--- src/rtl/snes_pad_serializer.sv ---
// snes_pad_serializer
// Takes the two active-low 6-button sets from the DB9 joystick decoder.
// Synchronises and debounces both sets, then serves each one to the SNES core
// as a standard 16-bit serial pad. The SNES strobes are fabric signals that are
// synchronous to clk.
//
// Optional build macro:
//   JOY_COMBO_EN - when fire1 and fire2 are both pressed, Start is reported
//                  and B/A are suppressed.
//
// Ports:
//   clk           system clock
//   reset         synchronous, active-high reset
//   joy1_n/joy2_n {up,down,left,right,fire1,fire2}, 0 = pressed, asynchronous
//   snes_latch    pad latch, high = load both ports
//   snes_clk1/2   per-port shift clocks
//   snes1/2_data_n serial data per port, 0 = pressed
//   joy1/2_db_n   debounced button sets
module snes_pad_serializer #(
    parameter int DIV_W        = 16,
    parameter int DEBOUNCE_DIV = 50000
) (
    input  logic       clk,
    input  logic       reset,
    input  logic [5:0] joy1_n,
    input  logic [5:0] joy2_n,
    input  logic       snes_latch,
    input  logic       snes_clk1,
    input  logic       snes_clk2,
    output logic       snes1_data_n,
    output logic       snes2_data_n,
    output logic [5:0] joy1_db_n,
    output logic [5:0] joy2_db_n
);

    // Index 0 is player/port 1, index 1 is player/port 2.
    logic [1:0][5:0]  joy_raw;
    logic [1:0][5:0]  meta_q, sync_q, hist1_q, hist2_q, db_q, db_d;
    logic [1:0][5:0]  agree;
    logic [DIV_W-1:0] div_q, div_d;
    logic             tick;

    logic             latch_q;
    logic [1:0]       sclk_q, sclk_prev_q, rise;
    logic [1:0][15:0] sr_q, sr_d;
    logic [1:0][4:0]  cnt_q, cnt_d;
    logic [1:0]       data_q, data_d;

    assign joy_raw = {joy2_n, joy1_n};

    // Map one debounced button set onto the 16-bit SNES frame (bit 0 sent first).
    function automatic logic [15:0] build_frame(input logic [5:0] b);
        logic [15:0] f;
        f    = '1;
        f[0] = b[1];   // B      <- fire1
        f[4] = b[5];   // Up
        f[5] = b[4];   // Down
        f[6] = b[3];   // Left
        f[7] = b[2];   // Right
        f[8] = b[0];   // A      <- fire2
`ifdef JOY_COMBO_EN
        // fire1+fire2 together acts as Start instead of B+A.
        if (!b[1] && !b[0]) begin
            f[0] = 1'b1;
            f[8] = 1'b1;
            f[3] = 1'b0;
        end
`endif
        return f;
    endfunction

    // ---------------- debounce ----------------
    assign tick  = (div_q == DIV_W'(DEBOUNCE_DIV - 1));
    assign div_d = tick ? '0 : div_q + DIV_W'(1);

    // A bit follows the new sample only after three consecutive ticks agree.
    assign agree = ~(sync_q ^ hist1_q) & ~(sync_q ^ hist2_q);
    assign db_d  = tick ? ((agree & sync_q) | (~agree & db_q)) : db_q;

    // ---------------- serializer ----------------
    assign rise = sclk_q & ~sclk_prev_q;

    // NOTE: every always_comb output gets a default first so no path leaves it unassigned (no latch).
    always_comb begin
        sr_d   = sr_q;
        cnt_d  = cnt_q;
        data_d = data_q;
        for (int p = 0; p < 2; p++) begin
            if (latch_q) begin
                // Latch has priority over a coincident clock rise.
                sr_d[p]  = build_frame(db_q[p]);
                cnt_d[p] = 5'd0;
            end else if (rise[p]) begin
                sr_d[p]  = {1'b1, sr_q[p][15:1]};
                cnt_d[p] = (cnt_q[p] == 5'd16) ? 5'd16 : cnt_q[p] + 5'd1;
            end
            // After all 16 bits a standard pad drives 0 until the next latch.
            data_d[p] = (cnt_d[p] == 5'd16) ? 1'b0 : sr_d[p][0];
        end
    end

    // NOTE: sequential state uses non-blocking assignments so all flops update together.
    always_ff @(posedge clk) begin
        if (reset) begin
            meta_q      <= '1;
            sync_q      <= '1;
            hist1_q     <= '1;
            hist2_q     <= '1;
            db_q        <= '1;
            div_q       <= '0;
            latch_q     <= 1'b0;
            sclk_q      <= '0;
            sclk_prev_q <= '0;
            sr_q        <= '1;
            cnt_q       <= '0;
            data_q      <= '1;
        end else begin
            meta_q      <= joy_raw;
            sync_q      <= meta_q;
            div_q       <= div_d;
            db_q        <= db_d;
            if (tick) begin
                hist1_q <= sync_q;
                hist2_q <= hist1_q;
            end
            latch_q     <= snes_latch;
            sclk_q      <= {snes_clk2, snes_clk1};
            sclk_prev_q <= sclk_q;
            sr_q        <= sr_d;
            cnt_q       <= cnt_d;
            data_q      <= data_d;
        end
    end

    assign snes1_data_n = data_q[0];
    assign snes2_data_n = data_q[1];
    assign joy1_db_n    = db_q[0];
    assign joy2_db_n    = db_q[1];

endmodule

--- config.mk ---
export PLATFORM = sky130hd
export DESIGN_NAME = snes_pad_serializer
export DESIGN_NICKNAME = d
export VERILOG_FILES = /design/src/rtl/snes_pad_serializer.sv
export SDC_FILE = /design/constraint.sdc
export NUM_CORES = 1
export LEC_CHECK = 0
export ABC_AREA = 1
export ABC_CLOCK_PERIOD_IN_PS = 2400
export CORE_MARGIN = 1
export CORE_UTILIZATION = 62
export DETAILED_ROUTE_END_ITERATION = 12
export PLACE_DENSITY = 0.94
export SLEW_MARGIN = 30
export SYNTH_ARGS = -nofsm -noshare
export SYNTH_HDL_FRONTEND = slang
export SYNTH_SLANG_ARGS = --single-unit
--- constraint.sdc ---
create_clock -name clk -period 2.4 [get_ports clk]
set_clock_uncertainty 0.2 [all_clocks]
set_input_delay 0.24 -clock clk [delete_from_list [all_inputs] [get_ports clk]]
set_output_delay 0.24 -clock clk [all_outputs]
set_load 0.02 [all_outputs]
# Yosys cells after proc, flatten, opt, wreduce, memory -nomap -nowiden
# Index checks and enable logic that the tools add are counted.
word_totals:
  ff_bits: 111
  in_bits: 17
  output_inout_bits: 14
  elab_cells: 58
op_classes:
  n_addsub: 3
  n_eq_ne: 5
  n_mux: 12
  n_bitwise: 11
  reduce_logical: 4
ops:
  columns: ["cell", "count"]
  rows:
  - ["12-bit bitwise AND", 3]
  - ["9-bit two-way mux", 4]
  - ["12-bit inverter", 3]
  - ["5-bit two-way mux", 6]
  - ["12-bit bitwise XOR", 2]
  - ["5-bit equality test (second input constant)", 4]
  - ["16-bit by 1-bit adder with 16-bit output (second input constant)", 1]
  - ["16-bit equality test (second input constant)", 1]
  - ["12-bit OR", 1]
  - ["5-bit by 1-bit adder with 5-bit output (second input constant)", 2]
  - ["2-bit nonzero test", 2]
  - ["2-bit OR reduction", 2]
  - ["2-bit bitwise AND", 1]
  - ["1-bit two-way mux", 2]
  - ["2-bit inverter", 1]

# Depth between registers and ports, before layout
depth:
  word_depth: 6
  depth_mapped: 9
  ltp_nobuf: 9

# Least setup slack after synthesis
# No wires, ideal clock.
synth_timing:
  kind: "reg2reg"
  start: "register div_q[0]"
  end: "register with a tool-made name"
  t_arrival_ps: 1278
  slack_ps: 788
  path_stages_with_launch: 9
  path_buffers: 1
  synth_period_minus_slack_ps: 1612
  cell_sequence: "dfxtp_1 ha_1 nand3_1 nor2_1 nand2_2 clkinv_2 buf_6 nand3_1 nand3_1"
synth_rtl:
  columns: ["element", "line", "rtl"]
  rows:
  - ["start: declaration", "40", "logic [DIV_W-1:0] div_q, div_d;"]
  - ["start signal: assignment", "120", "div_q <= div_d;"]

==> impl_summary.md <==
Place
In this run the tool buffered the top-level ports with 30 buffer cells. The placer's final routability congestion estimate is 0.872. The wire-length estimate of the detail-placed layout is 6.31 mm.

The placed instance count is approximately 670.

Route
The post-detailed-route wirelength per cell is about 13 µm. The first-pass iteration count of the detailed router is 5. In the routed layout, each cell is associated on average with a via count of between 5 and 6. The DRC marker count from the first detailed-route iteration is 220. In the routed design, unresolved DRC markers number 0.

The vias after detailed routing is 3691. The remaining antenna violation count is 0. The wire length after detailed routing is just over 9 mm.

Yosys
The commonest cells after synthesis are sky130_fd_sc_hd__nand2_1 (117), sky130_fd_sc_hd__dfxtp_1 (111), sky130_fd_sc_hd__inv_1 (66). The fraction of synthesis flops using an asynchronous set or reset pin is 0%. The total standard cell area after synthesis is around 4400 µm².

By area the synthesized netlist is led by sky130_fd_sc_hd__dfxtp_1 (50%), sky130_fd_sc_hd__nand2_1 (9.9%), sky130_fd_sc_hd__nand3_1 (5.9%). After synthesis the netlist holds a flip-flop and latch count of roughly 110. Counting distinct cell types in the post-synthesis netlist gives 30.

Dividing the synthesized area by the synthesized cell count gives slightly below 8 µm². The most frequent cell after synthesis is sky130_fd_sc_hd__nand2_1. For this run, the number of Yosys warnings is 0.

The number of instances in the synthesized netlist is approximately 560. The top cell type by area accounts for between 50% and 60% of the synthesized area. The number of enable flip-flop cells after synthesis is 0. After synthesis, flip-flops and latches occupy 50.3% of the total area. In the synthesized netlist the dominant register cell turns out to be sky130_fd_sc_hd__dfxtp_1. sky130_fd_sc_hd__dfxtp_1 takes more of the synthesized area than any other cell. The number of nets in the synthesized netlist is between 500 and 600.

GRT
The number of antenna violations at the first check in global routing was 0. The first global-routing pass estimated about 15 mm of wire. The pin count of the biggest net entering global routing is 28. The via count of the first global-routing pass was approximately 3500. Global routing finished with a remaining overflow of 0. The overall track demand over capacity in global routing is between 20% and 30%.

Layout
The number of antenna repair diodes is 0. The proportion of layout cells with a drive suffix above 1 is roughly 9.3%. At the end of the flow, the number of nets in the layout was between 600 and 700.

The growth of design area from synthesis to finish is 13.0%. Once layout is complete, the cells apart from fillers number around 700.

Pwr
Per report_power, the combinational group accounts for under 10% of the total. The net switching power of the design is between 0.7 and 0.8 mW. The internal power of the cells totals ~2.5 mW. Per report_power, the clock group accounts for approximately 34% of the total. The leakage power summed over all cells is around 2.2 nW. The sequential power share is roughly 60%. The net switching fraction of the power is about 22%.

For this design the ratio of total power to cell area is ~640 nW/µm². The total power is around 3.2 mW. The worst ir drop on vdd is 0.450 mV.

Worst setup path
The category of the most critical setup path is reg2reg. STA classifies the critical path endpoint as a flop. The largest fanout on the critical path is 22.

STA puts the critical path data required time at approximately 2.5 ns. STA puts the critical path data arrival time at between 2 and 2.5 ns. STA classifies the critical path startpoint as a flop.

Timing
The final number of hold-violating endpoints is 0. The count of final setup violators is 0. After layout, the worst path uses between 80% and 90% of the clock period. Across all hold checks on the routed design, the worst slack comes to 0.182 ns. The actual transition at the worst max-transition pin is between 0.6 and 0.7 ns.

The setup TNS is 0 ns. The post-route minimum period is between 2 and 2.5 ns. The number of slew-limit violations in the final report is 0. Static timing analysis puts the maximum clock frequency at 0.478 GHz.

Setup repair after global routing left no endpoint under its margin. The worst pin sits at a relative slew slack of 57.6%.

Floorplanning
The floorplan step set the die height to around 86 µm. For this configuration, the core starts out at a cell density of ~65%. The full die area is 7460 µm². Row generation in the floorplan step produced 30 rows. Pin placement for this block handled 31 I/O pins.

In this run the standard cell core region covers between 6000 and 7000 µm². The width of the chip is a little under 90 µm.

Status
The flow ran to the end, and the final reports show no timing, DRC or antenna violations.

Clocking
In this run, post-CTS hold repair placed 0 buffers. The tree is rooted in a sky130_fd_sc_hd__clkbuf_8. The clock tree from TritonCTS is done.

The later pin in the worst-skew pair is clocked with a latency of roughly 0.37 ns. The clock tree synthesis step divided the H-tree into 3 levels. The number of clock sinks is about 110. TritonCTS created 9 clock buffers. The buffer levels on the longest clock path is 2. The post-CTS setup repair buffer count is 0. Clock-pin slew was measured on the worst setup and hold paths at ~0.090 ns. The post-CTS resize count is 0.

Job
The tool flagged a number of max-cap violations equal to 0.

Worst hold path
The min-delay analysis places its worst path in the category in2reg.
-- worst max-delay path, cell delays in order, from the launching register on --
cell and delay, ns:
sky130_fd_sc_hd__dfxtp_1 0.37, sky130_fd_sc_hd__ha_1 0.20, sky130_fd_sc_hd__nand3_1 0.15, sky130_fd_sc_hd__nor2_1 0.16, sky130_fd_sc_hd__nand2_2 0.21, sky130_fd_sc_hd__buf_4 0.28
sky130_fd_sc_hd__o21ai_0 0.28, sky130_fd_sc_hd__nand2_1 0.12, sky130_fd_sc_hd__nand2_1 0.07
-- final timing paths --
check / startpoint / to / slack [ns] / depth (start not counted)
max reg2reg: div_q[0] / flop / 0.31 / 8
max: div_q[0] / flop / 0.31 / 8
min reg2reg: meta_q[10] / sync_q[10] / 0.21 / 1
min: snes_clk1 / sclk_q[0] / 0.18 / 3
-- cell usage in the layout, fill, tap and decap left out, drive strengths merged --
cell type,netlist,final
o22ai,2,2
xor2,15,15
o21ai,21,21
dfxtp,111,111
clkbuf,9,13
ha,5,5
nor2,48,48
a21oi,15,15
bufinv,0,1
clkinvlp,0,1
or2,25,25
a22oi,8,8
nand2,119,119
clkdlybuf4s50,0,30
xnor2,2,2
o211ai,19,19
a21o,5,5
nand3b,1,1
o31ai,1,1
clkinv,1,2
nor3,9,9
nand3,53,53
nand4,10,10
buf,10,9
inv,67,67
-- power by group through the flow --
| stage | Clock (mW) | Combinational (mW) | Sequential [mW] |
|---|---|---|---|
| CTS | 1.10 | 0.193 | 1.92 |
| floorplan | 0 | 0.124 | 1.96 |
| global route | 1.19 | 0.219 | 1.93 |
| detailed placement | 0 | 0.190 | 1.96 |
| global placement | 0 | 0.180 | 1.96 |
| finish | 1.09 | 0.194 | 1.92 |
-- routing by layer --
layer	track usage, %	wire length, µm	up-vias	share of wire [%]
li1	-	-	1847	-
met3	6.86	462	18	5.1
met4	7.42	168	0	1.9
met2	47.0	4650	112	51
met5	0	0	-	0
met1	29.6	3770	1714	42
-- logic make-up after synthesis --
kind of cell	after synthesis	share of synthesized area, %
xor+xnor	17	3.37
fa+ha+maj	5	1.42
simple gates	265	26.7
flops	111	50.3
buf+inv	87	8.16
compound gates	71	10.1
-- stage by stage --
step / setup WS (ns) / util, % / instance area, µm²
after detailed placement: 0.313 / 70.3 / 4800
after global routing: 0.116 / 73.1 / 4990
after global placement: 0.420 / 70.3 / 4800
after floorplan: 0.788 / - / 4420
after CTS: 0.286 / 73.1 / 4990
final: 0.306 / 73.1 / 4990
-- cell type report --
cell class,count,area (µm²)
fillers,488,1840
clock inverters,3,42.5
multi-input cells,358,1830
clock buffers,13,149
flip-flops and latches,111,2220
well taps,96,120
inverters,68,256
repair buffers,39,368
Note: power is estimated with default switching activity, not from simulation.
